## src/rtl/sync_frame_pkg.sv

```systemverilog
// Shared definitions for the sync-framed serial link (transmitter and 1101 detectors).
package sync_frame_pkg;

    typedef enum logic [2:0] {
        IDLE = 3'd0,
        SYNC = 3'd1,
        DATA = 3'd2,
        PAR  = 3'd3,
        GAP  = 3'd4
    } frame_state_e;

    localparam int SYNC_W = 4;
    localparam logic [SYNC_W-1:0] SYNC_PAT = 4'b1101;

    function automatic int max3(input int a, input int b, input int c);
        int m;
        m = (a > b) ? a : b;
        return (m > c) ? m : c;
    endfunction

    // Even parity over a payload zero-extended to 32 bits.
    function automatic logic even_parity(input logic [31:0] d);
        return ^d;
    endfunction

endpackage

```

## src/rtl/piso_shreg.sv

```systemverilog
// Parallel-load, shift-left register presenting its MSB as the serial bit.
module piso_shreg #(
    parameter int DATA_W = 8
) (
    input  logic              clk,
    input  logic              reset_n,
    input  logic              load,
    input  logic              shift,
    input  logic [DATA_W-1:0] din,
    output logic              msb
);

    logic [DATA_W-1:0] shreg_r;

    // Payload storage: load wins over shift, zeros enter at the LSB.
    always_ff @(posedge clk or negedge reset_n) begin
        if (!reset_n) begin
            shreg_r <= '0;
        end else if (load) begin
            shreg_r <= din;
        end else if (shift) begin
            shreg_r <= shreg_r << 1'b1;
        end else begin
            shreg_r <= shreg_r;
        end
    end

    assign msb = shreg_r[DATA_W-1];

endmodule

```

## src/rtl/sync_frame_tx.sv

```systemverilog
// Bit-serial frame transmitter: 1101 sync header, MSB-first payload, optional
// even parity, then a zero gap. Every output is a flop fed from the next-state view.
module sync_frame_tx
    import sync_frame_pkg::*;
#(
    parameter int DATA_W   = 8,
    parameter bit PAR_EN   = 1'b1,
    parameter int GAP_BITS = 2
) (
    input  logic              clk,
    input  logic              reset_n,
    input  logic              in_valid,
    output logic              in_ready,
    input  logic [DATA_W-1:0] in_data,
    output logic              ser_out,
    output logic              ser_en,
    output logic              busy,
    output logic              frame_done
);

    localparam int CNT_W = $clog2(max3(SYNC_W, DATA_W, GAP_BITS) + 1);
    localparam logic [CNT_W-1:0] CNT_ONE   = CNT_W'(1);
    localparam logic [CNT_W-1:0] SYNC_LAST = CNT_W'(SYNC_W - 1);
    localparam logic [CNT_W-1:0] DATA_LAST = CNT_W'(DATA_W - 1);
    localparam logic [CNT_W-1:0] GAP_LAST  = CNT_W'(GAP_BITS - 1);

    // A shorter gap could let trailing bits merge with the next header into a false 1101.
    if (GAP_BITS < 2) begin : g_gap_check
        $error("sync_frame_tx: GAP_BITS must be at least 2");
    end
    if (DATA_W < 1 || DATA_W > 32) begin : g_width_check
        $error("sync_frame_tx: DATA_W must be within 1..32");
    end

    frame_state_e     state_r, state_next_s;
    logic [CNT_W-1:0] cnt_r, cnt_next_s;
    logic             parity_r;
    logic             ser_out_r, ser_en_r, busy_r, frame_done_r, in_ready_r;
    logic             ser_out_next_s, ser_en_next_s, busy_next_s;
    logic             frame_done_next_s, in_ready_next_s;
    logic             accept_s, shift_s, shreg_msb_s;
    logic [1:0]       sync_idx_s;

    assign accept_s = in_valid & in_ready_r;

    piso_shreg #(.DATA_W(DATA_W)) u_shreg (
        .clk     (clk),
        .reset_n (reset_n),
        .load    (accept_s),
        .shift   (shift_s),
        .din     (in_data),
        .msb     (shreg_msb_s)
    );

    // Next state and bit counter; state_r names the phase of the bit now on ser_out.
    always_comb begin
        state_next_s = state_r;
        cnt_next_s   = cnt_r;
        case (state_r)
            IDLE: begin
                state_next_s = accept_s ? SYNC : IDLE;
                cnt_next_s   = '0;
            end
            SYNC: begin
                if (cnt_r == SYNC_LAST) begin
                    state_next_s = DATA;
                    cnt_next_s   = '0;
                end else begin
                    cnt_next_s = cnt_r + CNT_ONE;
                end
            end
            DATA: begin
                if (cnt_r == DATA_LAST) begin
                    state_next_s = PAR_EN ? PAR : GAP;
                    cnt_next_s   = '0;
                end else begin
                    cnt_next_s = cnt_r + CNT_ONE;
                end
            end
            PAR: begin
                state_next_s = GAP;
                cnt_next_s   = '0;
            end
            GAP: begin
                if (cnt_r == GAP_LAST) begin
                    state_next_s = accept_s ? SYNC : IDLE;
                    cnt_next_s   = '0;
                end else begin
                    cnt_next_s = cnt_r + CNT_ONE;
                end
            end
            default: begin
                state_next_s = IDLE;
                cnt_next_s   = '0;
            end
        endcase
    end

    // Output values for the upcoming cycle, derived from the next state.
    always_comb begin
        sync_idx_s        = 2'd3 - cnt_next_s[1:0];
        shift_s           = (state_next_s == DATA);
        ser_en_next_s     = (state_next_s == SYNC) || (state_next_s == DATA) || (state_next_s == PAR);
        busy_next_s       = (state_next_s != IDLE);
        in_ready_next_s   = (state_next_s == IDLE) ||
                            ((state_next_s == GAP) && (cnt_next_s == GAP_LAST));
        case (state_next_s)
            SYNC:    ser_out_next_s = SYNC_PAT[sync_idx_s];
            DATA:    ser_out_next_s = shreg_msb_s;
            PAR:     ser_out_next_s = parity_r;
            default: ser_out_next_s = 1'b0;
        endcase
        if (PAR_EN) begin
            frame_done_next_s = (state_next_s == PAR);
        end else begin
            frame_done_next_s = (state_next_s == DATA) && (cnt_next_s == DATA_LAST);
        end
    end

    // State, counter, captured parity and the registered outputs.
    always_ff @(posedge clk or negedge reset_n) begin
        if (!reset_n) begin
            state_r      <= IDLE;
            cnt_r        <= '0;
            parity_r     <= 1'b0;
            ser_out_r    <= 1'b0;
            ser_en_r     <= 1'b0;
            busy_r       <= 1'b0;
            frame_done_r <= 1'b0;
            in_ready_r   <= 1'b0;
        end else begin
            state_r      <= state_next_s;
            cnt_r        <= cnt_next_s;
            parity_r     <= accept_s ? even_parity(32'(in_data)) : parity_r;
            ser_out_r    <= ser_out_next_s;
            ser_en_r     <= ser_en_next_s;
            busy_r       <= busy_next_s;
            frame_done_r <= frame_done_next_s;
            in_ready_r   <= in_ready_next_s;
        end
    end

    assign ser_out    = ser_out_r;
    assign ser_en     = ser_en_r;
    assign busy       = busy_r;
    assign frame_done = frame_done_r;
    assign in_ready   = in_ready_r;

endmodule

```

## config.mk

```make
export PLATFORM = sky130hd
export DESIGN_NAME = sync_frame_tx
export DESIGN_NICKNAME = d
export VERILOG_FILES = /design/src/rtl/sync_frame_pkg.sv /design/src/rtl/piso_shreg.sv /design/src/rtl/sync_frame_tx.sv
export SDC_FILE = /design/constraint.sdc
export NUM_CORES = 1
export LEC_CHECK = 0
export BUFFER_PORTS_ARGS = -buffer_cell sky130_fd_sc_hd__buf_4
export CAP_MARGIN = 10
export CELL_PAD_IN_SITES_DETAIL_PLACEMENT = 1
export CELL_PAD_IN_SITES_GLOBAL_PLACEMENT = 2
export CORE_MARGIN = 4
export CORE_UTILIZATION = 38
export DETAILED_ROUTE_END_ITERATION = 6
export PLACE_DENSITY_LB_ADDON = 0.3
export SETUP_SLACK_MARGIN = 0.05
export SLEW_MARGIN = 20
export SYNTH_ARGS = -nofsm -noshare
export SYNTH_HDL_FRONTEND = slang
export SYNTH_SLANG_ARGS = --single-unit
```

## constraint.sdc

```tcl
create_clock -name clk -period 3.13 [get_ports clk]
set_input_delay 0.1565 -clock clk [delete_from_list [all_inputs] [get_ports clk]]
set_output_delay 0.1565 -clock clk [all_outputs]
set_load 0.01 [all_outputs]
```

# Word level (Yosys, flattened, before mapping)

Index checks and enable logic that the tools add are counted.

Output and inout bits: 5
Flip-flop bits (word level): 21
Logic and storage cells: 48
Bits of input ports: 11

Add/sub/neg operators: 2
Multiplexer cells: 14
Reductions and logical operators: 9
Equality and inequality tests: 12
Order comparisons: 1
Bitwise logic cells: 1

Operators by type and width:

| operator                                                             | count |
|---|---|
| 32-bit XOR reduction                                                 | 1 |
| 8-bit two-way mux                                                    | 2 |
| 3-bit case mux with 5 select lines                                   | 1 |
| 3-bit by 2-bit == test with 1-bit output, second input constant      | 4 |
| 4-bit two-way mux                                                    | 3 |
| 4-bit case mux with 3 select lines                                   | 1 |
| 3-bit two-way mux                                                    | 3 |
| 4-bit by 1-bit == test with 1-bit output, second input constant      | 2 |
| 3-bit by 1-bit == test with 1-bit output, second input constant      | 2 |
| 3-bit == test, second input constant                                 | 2 |
| 3-bit zero test                                                      | 2 |
| 4-bit by 1-bit adder with 4-bit output, second input constant        | 1 |
| 4-bit by 2-bit == test with 1-bit output, second input constant      | 1 |
| 4-bit by 3-bit == test with 1-bit output, second input constant      | 1 |
| 1-bit logical OR                                                     | 3 |
| 2-bit by 3-bit < comparator with 1-bit output, second input constant | 1 |
| 1-bit case mux with 3 select lines                                   | 1 |
| 3-bit nonzero test                                                   | 1 |
| 1-bit binary-select mux with 2-bit select                            | 1 |
| 1-bit two-way mux                                                    | 2 |
| 2-bit nonzero test                                                   | 1 |
| 2-bit subtractor, first input constant                               | 1 |
| 1-bit AND                                                            | 1 |
| 1-bit logical AND                                                    | 1 |

# Depth between registers and ports, before layout

Gate-level depths: netlist of the first run.

Word-level depth: 7
Gate-level depth with buffers: 6

# Cells and area by module

A second synthesis of the first run with hierarchy kept.

Cells, all modules: 115
Area total of the unflattened synthesis: 1,173.6 µm²

By module, submodules not included:

| module        | times used | cells each | area an instance (µm²) | seq. area each (µm²) |
|---|---|---|---|---|
| sync_frame_tx | 1          | 81         | 804.5                  | 325.3 |
| piso_shreg    | 1          | 34         | 369.1                  | 200.2 |

# Worst setup path after synthesis of the first run

No wires, ideal clock.

Path type: reg-to-reg
Start point: register cnt_r[0]
End point: register ser_en_r, in the netlist ser_en
Setup time: 0.132 ns
Period minus slack after synthesis: 1.712 ns
Required time: 2.998 ns
Data arrival time: 1.581 ns
Cell stages (with the launch flop): 5
Slack: 1.418 ns
Cells stage by stage: dfrtp_1 > ha_1 > or3b_2 > a21oi_2 > or3b_1

Longest elaborated chain between the ends: 6

RTL lines:

| what                                                                                                        | line                                                          | source |
|---|---|---|
| start, declared                                                                                             | sync_frame_tx.sv:36                                           | `logic [CNT_W-1:0] cnt_r, cnt_next_s;` |
| start signal, assigned                                                                                      | sync_frame_tx.sv:133                                          | `cnt_r <= cnt_next_s;` |
| 4-bit by 1-bit == test with 1-bit output (tied with other cells)                                            | sync_frame_tx.sv:85                                           | `if (cnt_r == GAP_LAST) begin` |
| 3-bit two-way mux, on equally long branches                                                                 | sync_frame_tx.sv:85, sync_frame_tx.sv:65, sync_frame_tx.sv:73 |  |
| 3-bit case mux with 5 select lines (*)                                                                      | sync_frame_tx.sv:59                                           | `case (state_r)` |
| 3-bit by 1-bit == test with 1-bit output / 3-bit by 2-bit == test with 1-bit output (equally long branches) | sync_frame_tx.sv:103                                          | `ser_en_next_s = (state_next_s == SYNC) \|\| (state_next_s == DATA) \|\| (state_next_s == PAR);` |
| 1-bit logical OR                                                                                            | sync_frame_tx.sv:103                                          |  |
| 1-bit logical OR (*)                                                                                        | sync_frame_tx.sv:103                                          |  |
| net ser_en_next_s                                                                                           | sync_frame_tx.sv:39                                           | `logic ser_out_next_s, ser_en_next_s, busy_next_s;` |
| end signal, assigned                                                                                        | sync_frame_tx.sv:136                                          | `ser_en_r <= ser_en_next_s;` |
| end, declared                                                                                               | sync_frame_tx.sv:38                                           | `logic ser_out_r, ser_en_r, busy_r, frame_done_r, in_ready_r;` |

The timed path passes the listed nets; every way through them passes the cells marked *.
A chain may end at the register's enable or synchronous reset.

# Worst setup path in the final report of the first run

Start point: register cnt_r[0]
End point: register u_shreg.shreg_r[3]

Longest elaborated chain between the ends: 5

RTL lines:

| what                                                             | line                                                          | source |
|---|---|---|
| 4-bit by 1-bit == test with 1-bit output (tied with other cells) | sync_frame_tx.sv:85                                           |  |
| 3-bit two-way mux, on equally long branches                      | sync_frame_tx.sv:85, sync_frame_tx.sv:65, sync_frame_tx.sv:73 |  |
| 3-bit case mux with 5 select lines (*)                           | sync_frame_tx.sv:59                                           |  |
| 3-bit by 2-bit == test with 1-bit output (*)                     | sync_frame_tx.sv:102                                          | `shift_s = (state_next_s == DATA);` |
| 2-bit nonzero test (no source line) (*)                          | --                                                            |  |
| end signal, assigned                                             | piso_shreg.sv:20                                              | `shreg_r <= din;` |
| end signal, assigned                                             | piso_shreg.sv:22                                              | `shreg_r <= shreg_r << 1'b1;` |
| end signal, assigned                                             | piso_shreg.sv:24                                              | `shreg_r <= shreg_r;` |
| end, declared                                                    | piso_shreg.sv:13                                              | `logic [DATA_W-1:0] shreg_r;` |

Every way passes the cells marked *; elsewhere a longest branch is shown, timed or not.

==> key figures, run 1 <==
Worst setup path
  – Crit Path Max Fanout: 9
  – Crit Path Category: register to register
  – Worst EP arrival: 2.41 ns
  – Largest stage delay, worst path: 0.83 ns
  – Endpoint class of the critical path: register
  – Crit-path cells: ha_1 -> nor3b_1 -> a22oi_1 -> mux2i_1 -> a21oi_1
  – Slowest-stage cell, CP: a22oi_1
  – CP required: 3.30 ns
  – CP startpoint kind: register

Finish
  – Layout cells sized above 1: 19.5%
  – Nets: 137
  – Sequential cell area: 526 µm²
  – Diode count: 0
  – Filler cells: 328
  – Design Area, Final: 1270 µm²
  – Layout area overhead: 15.7%
  – Multi-input gate area: 542 µm²

Routing
  – Iteration-0 DRC Markers: 29
  – DRC Markers: 0
  – Vias/cell: 5.33
  – Total iterations of the first detailed-routing run: 4
  – WL/cell: 14.9 µm
  – Routed WL: 2290 µm
  – Via count: 821
  – Antenna viol nets, final: 0

GRT
  – Initial antenna violation count: 0
  – Vias in the first global route: 808
  – GR Overflow Total: 0
  – GRT Total Usage: 13.1%
  – First-pass GRT wire length: 3700 µm
  – Pin count of the biggest net entering global routing: 22

Clocking
  – CTS Sinks: 21
  – Clk slew on worst S/H paths: 0.12 ns
  – Clk buf depth: 2
  – Post-CTS sizing: 0
  – CTS buffer count: 3
  – Clock Latency Late Sink: 0.29 ns
  – Htree depth: 1
  – Root Driver: clkbuf_4
  – CTS tree: done

Outcome
  – Status: complete, no violations

Die
  – Die Span Y: 61.7 µm
  – Core ar.: 2760 µm²
  – Die area: 3800 µm²
  – Initial Utilization: 39.7%
  – Die Width: 61.7 µm
  – Io pins: 16
  – Row count: 19

Yosys
  – Syn Std Cell Area: 1090 µm²
  – Syn Inst Count: 106
  – Avg Cell Area, Syn: 10.3 µm²
  – Post-synth top area share: 48.0%
  – Count of cell types in the netlist: 33
  – Mapped Nets: 119
  – Sequential fraction of the synthesis area: 48.0%
  – Post-synth top area cell: dfrtp_1
  – Dominant cells by area after synthesis: dfrtp_1 (48%), mux2i_1 (6.4%), xnor2_1 (6.4%), nor2_1 (4.8%), a21oi_1 (4.1%)
  – Total number of yosys warnings: 0
  – FF+latch count, synth: 21

Timing
  – RSZ-0062 raised after global routing: no
  – Slew @ Worst Pin: 1.03 ns
  – Slew Viols, Final: 0
  – Setup TNS: 0 ns
  – # setup viols final: 0
  – Worst slew margin: 31.0%
  – Final hold vios: 0
  – Tcrit/Tclk final: 71.5%
  – Final min period: 2.24 ns
  – Fmax: 447 MHz
  – Final clock skew: 0.00128 ns

Place
  – DP HPWL: 1730 µm
  – Cell Area, Placed: 1230 µm²
  – Placer Congestion: 0.754
  – Buffers on Ports: 15

Power and ir drop
  – Leak Pwr: 0.573 nW
  – PD cells: 839 nW/µm²
  – Peak VDD IR: 422 µV

Min path
  – Hold Path Class: input pin to register

Flow run
  – Max Cap Viol: 0
[cell type report]
cell class / count / share of cell area, %
clock buffer: 4 / 2.08
multi-input combinational: 79 / 42.8
inverter: 3 / 0.889
tap: 31 / 3.06
sequential: 21 / 41.5
timing repair buffer: 16 / 9.68
[registers in the layout (all words and copies together), names as in the netlist]
| signal | count |
|---|---|
| busy | 1 |
| cnt_r | 4 |
| frame_done | 1 |
| in_ready | 1 |
| parity_r | 1 |
| ser_en | 1 |
| ser_out | 1 |
| state_r | 3 |
| u_shreg.shreg_r | 8 |
[power breakdown]
group	leakage (nW)	internal, mW	switching [mW]
Clock	0.0150	0.0496	0.0798
Combinational	0.303	0.217	0.229
Sequential	0.255	0.383	0.104
Total	0.573	0.650	0.412
[metrics by stage]
stage	setup slack, ns	util [%]	hold WS [ns]	power (mW)	cells
final	0.891	45.9	0.0857	1.06	154
after global routing	0.717	45.9	0.0953	1.15	154
after CTS	0.857	45.9	0.0806	1.07	154
after detailed placement	0.861	44.6	0.0621	0.943	149
after global placement	0.934	44.6	0.0572	0.930	149
after floorplan	1.42	-	-0.139	0.799	106
[what timing repair did]
| item | in CTS | in global routing |
|---|---|---|
| buffers inserted | 0 | 0 |
| endpoints found under the hold margin | 21 | 0 |
| hold buffers | 1 | 0 |
[path summary, 6_finish.rpt]
check	startpoint	end	slack, ns	cells after the start
min in group asynchronous	reset_n	in_ready	0.27	2
worst min register to register	parity_r	parity_r	0.52	2
worst max-delay path	cnt_r[0]	u_shreg.shreg_r[3]	0.89	5
max in group asynchronous	reset_n	state_r[2]	2.65	2
worst min-delay path	in_data[0]	u_shreg.shreg_r[0]	0.09	3
worst max register to register	cnt_r[0]	u_shreg.shreg_r[3]	0.89	5
[cell usage after synthesis]
| library cell | n |
|---|---|
| buf_4 | 1 |
| o21ai_0 | 4 |
| a2111oi_4 | 1 |
| nand2b_1 | 2 |
| o221ai_1 | 1 |
| mux2i_1 | 7 |
| nand3b_1 | 3 |
| nor2_1 | 14 |
| a21oi_2 | 1 |
| nand4bb_1 | 1 |
| a211oi_1 | 1 |
| buf_2 | 1 |
| a21o_1 | 1 |
| clkbuf_1 | 1 |
| nand3_1 | 4 |
| xor2_1 | 1 |
| a21oi_1 | 9 |
| ha_1 | 2 |
| or3b_2 | 1 |
| nor3b_2 | 1 |
| or2_1 | 1 |
| xnor2_1 | 8 |
| a22oi_1 | 1 |
| or3b_4 | 1 |
| or3b_1 | 1 |
| nand2_2 | 1 |
| nor3b_1 | 2 |
| and3_1 | 1 |
| dfrtp_1 | 21 |
| inv_1 | 3 |
| nand2_1 | 7 |
| a311oi_1 | 1 |
| a31oi_1 | 1 |
[critical path, delay by kind of cell, from the launching register on]
kind            cells  cell delay, ns
fa+ha+maj           1            0.28
flops               1            0.46
mux                 1            0.28
compound gates      2            0.92
simple gates        1            0.17
[placed cells by master (no fill, tap or decap), types with 2 or more instances in the layout]
cell type / count
a21oi_1: 9
buf_4: 15
clkbuf_4: 3
dfrtp_1: 21
ha_1: 2
inv_1: 3
mux2i_1: 7
nand2_1: 7
nand2b_1: 2
nand3_1: 4
nand3b_1: 3
nor2_1: 14
nor3b_1: 2
o21ai_0: 4
xnor2_1: 8
[cell families (layout without fill, tap and decap cells)]
group,after synthesis,in the layout,share of synthesized area (%)
muxes,7,7,6.40
AOI/OAI and AO/OA,21,21,13.5
and+or+nand+nor,40,40,20.1
adders and majority gates,2,2,2.29
DFF,21,21,48.0
xor gates and xnor gates,9,9,7.20
buffers and inverters,6,23,2.51
[routing by layer]
layer	global-route usage (%)	up-vias	share of wire [%]
met5	0	-	0
met4	4.55	0	0.57
met3	2.10	2	4.8
met2	22.0	11	49
met1	17.1	399	45
li1	-	409	-
No activity file was read; power rests on OpenSTA's default activity.
==> run 2: changes to the inputs <==
--- a/config.mk
+++ b/config.mk
@@ -10,7 +10,7 @@
 export CELL_PAD_IN_SITES_DETAIL_PLACEMENT = 1
 export CELL_PAD_IN_SITES_GLOBAL_PLACEMENT = 2
 export CORE_MARGIN = 4
-export CORE_UTILIZATION = 38
+export CORE_UTILIZATION = 35
 export DETAILED_ROUTE_END_ITERATION = 6
 export PLACE_DENSITY_LB_ADDON = 0.3
 export SETUP_SLACK_MARGIN = 0.05
==> constraint.sdc (replaced) <==
create_clock -name clk -period 2.2 [get_ports clk]
set_input_delay 0.11 -clock clk [delete_from_list [all_inputs] [get_ports clk]]
set_output_delay 0.11 -clock clk [all_outputs]
set_load 0.01 [all_outputs]
==> run 2 against run 1 <==
Die area increased by 7.4%. Total power rose by 43%. Worst setup slack lost 0.56 ns. Largest power group unchanged.
==> key figures, run 2 (synthesis results as in run 1) <==
Outcome
  – Status: complete, no violations

Clocking
  – Clk buf depth: 2
  – Root Driver: clkbuf_4
  – Clock Latency Late Sink: 0.31 ns
  – Htree depth: 1
  – Clk slew on worst S/H paths: 0.11 ns
  – CTS Sinks: 21
  – # Post-CTS Setup Buffers: 0
  – CTS buffer count: 3
  – CTS tree: done

Finish
  – Diode count: 0
  – Layout cells sized above 1: 20.2%
  – Layout area overhead: 17.8%
  – Most common cell after layout, fill and taps aside: dfrtp_1
  – Most frequent cells in the layout: dfrtp_1 (21), buf_4 (16), nor2_1 (14)
  – Regs by FF count: u_shreg.shreg_r (8), cnt_r (4), state_r (3)
  – Post-route insts no fill: 168
  – Nets: 138
  – Biggest register: u_shreg.shreg_r
  – Design Area, Final: 1290 µm²
  – Fin util: 42.6%
  – Max reg flops: 8

Worst setup path
  – Worst EP arrival: 2.07 ns
  – Largest stage delay, worst path: 0.49 ns
  – Crit Path Max Fanout: 6
  – R2r endpoint: ser_en
  – CP startpoint kind: register
  – R2R cell count: 4
  – Crit Path Category: register to register
  – RR Startpoint: cnt_r[0]
  – Buffers & Inverters on Critical Path: 0
  – Slowest-stage cell, CP: or3b_2
  – CP delay by family, top: simple AND/OR/NAND/NOR gates
  – CP required: 2.40 ns
  – Endpoint class of the critical path: register
  – Crit path launch: cnt_r[0]
  – Crit-path cells: ha_1 -> or3b_2 -> a21oi_2 -> or3b_1
  – Worst reg-to-reg setup slack: 0.33 ns

Routing
  – Iteration-0 DRC Markers: 26
  – Routed WL: 2270 µm
  – Total iterations of the first detailed-routing run: 2
  – Via count: 813
  – Antenna viol nets, final: 0
  – Vias/cell: 4.84
  – WL/cell: 13.5 µm
  – DRC Markers: 0

Power and ir drop
  – P_sw: 0.588 mW
  – Flop pwr share: 45.4%
  – Comb power frac: 42.1%
  – P_int: 0.930 mW
  – Sw frac: 38.7%
  – Leak Pwr: 0.577 nW
  – Peak VDD IR: 591 µV
  – Clock power frac: 12.6%
  – Overall power: 1.52 mW
  – PD cells: 1180 nW/µm²

Min path
  – Worst Hold End: u_shreg.shreg_r[0]
  – Hold Path Class: input pin to register
  – Hold path cells: 3
  – Hold Startpoint: in_data[0]

GRT
  – Initial antenna violation count: 0
  – GR Overflow Total: 0
  – GRT Total Usage: 12.6%
  – Vias in the first global route: 838
  – First-pass GRT wire length: 3980 µm
  – Pin count of the biggest net entering global routing: 22

Place
  – Cell Area, Placed: 1250 µm²
  – Buffers on Ports: 15
  – Placement Setup Slack: 0.334 ns
  – Placer Congestion: 0.689
  – DP HPWL: 1700 µm
  – Post-placement cell count: 163

Die
  – Io pins: 16
  – Die Span Y: 63.9 µm
  – Initial Utilization: 36.2%
  – Die Width: 63.9 µm
  – Core ar.: 3030 µm²
  – Row count: 20
  – Die area: 4090 µm²

Timing
  – RSZ-0062 raised after global routing: no
  – Final min period: 1.87 ns
  – Fin Hold WS: 0.0389 ns
  – Tcrit/Tclk final: 84.9%
  – Slew Viols, Final: 0
  – Setup TNS: 0 ns
  – Worst slew margin: 72.5%
  – Fin worst setup slack: 0.333 ns
  – Slew @ Worst Pin: 0.412 ns
  – Final hold vios: 0
  – Fmax: 536 MHz
  – # setup viols final: 0
  – Final clock skew: 0.000518 ns

Flow run
  – Max Cap Viol: 0
## run 2: cell count changes in the layout (fill, tap and decap cells not counted)
cell,delta
buf_4,+1
## run 2: repair_timing
action                                 in CTS  in global routing
hold buffers                                1                  0
endpoints found under the hold margin      21                  0
resized for setup                           0                  0
## run 2: worst reg2reg max path: stages, from the launching register on
cell	delay (ns)
dfrtp_1	0.45
ha_1	0.26
or3b_2	0.50
a21oi_2	0.19
or3b_1	0.36
## run 2: worst max path at each step
stage | endpoint | cells past startpoint
2_1_floorplan | ser_en | 4
6_report | ser_en | 4
5_1_grt | ser_en | 4
3_5_place_dp | ser_en | 4
4_1_cts | ser_en | 4
3_3_place_gp | ser_en | 4
## run 2: area by class of cell
class | count | area [µm²]
Fill cell | 351 | 1740
Multi-Input combinational cell | 79 | 542
Sequential cell | 21 | 526
Timing Repair Buffer | 17 | 130
Tap cell | 44 | 55.1
Clock buffer | 4 | 26.3
Inverter | 3 | 11.3
## run 2: routing by layer
metal  global-route usage, %  wire (µm)  vias up
li1                        -          -      404
met1                    16.1       1090      395
met2                    20.1       1080        8
met3                    2.81         56        6
met4                    5.66         42        0
met5                       0          0        -
## run 2: power by group through the flow
stage / clock, mW / combinational [mW] / sequential, mW
2_1_floorplan: 0 / 0.465 / 0.672
3_3_place_gp: 0 / 0.635 / 0.692
3_5_place_dp: 0 / 0.650 / 0.695
4_1_cts: 0.201 / 0.656 / 0.689
5_1_grt: 0.219 / 0.728 / 0.715
6_report: 0.191 / 0.638 / 0.688
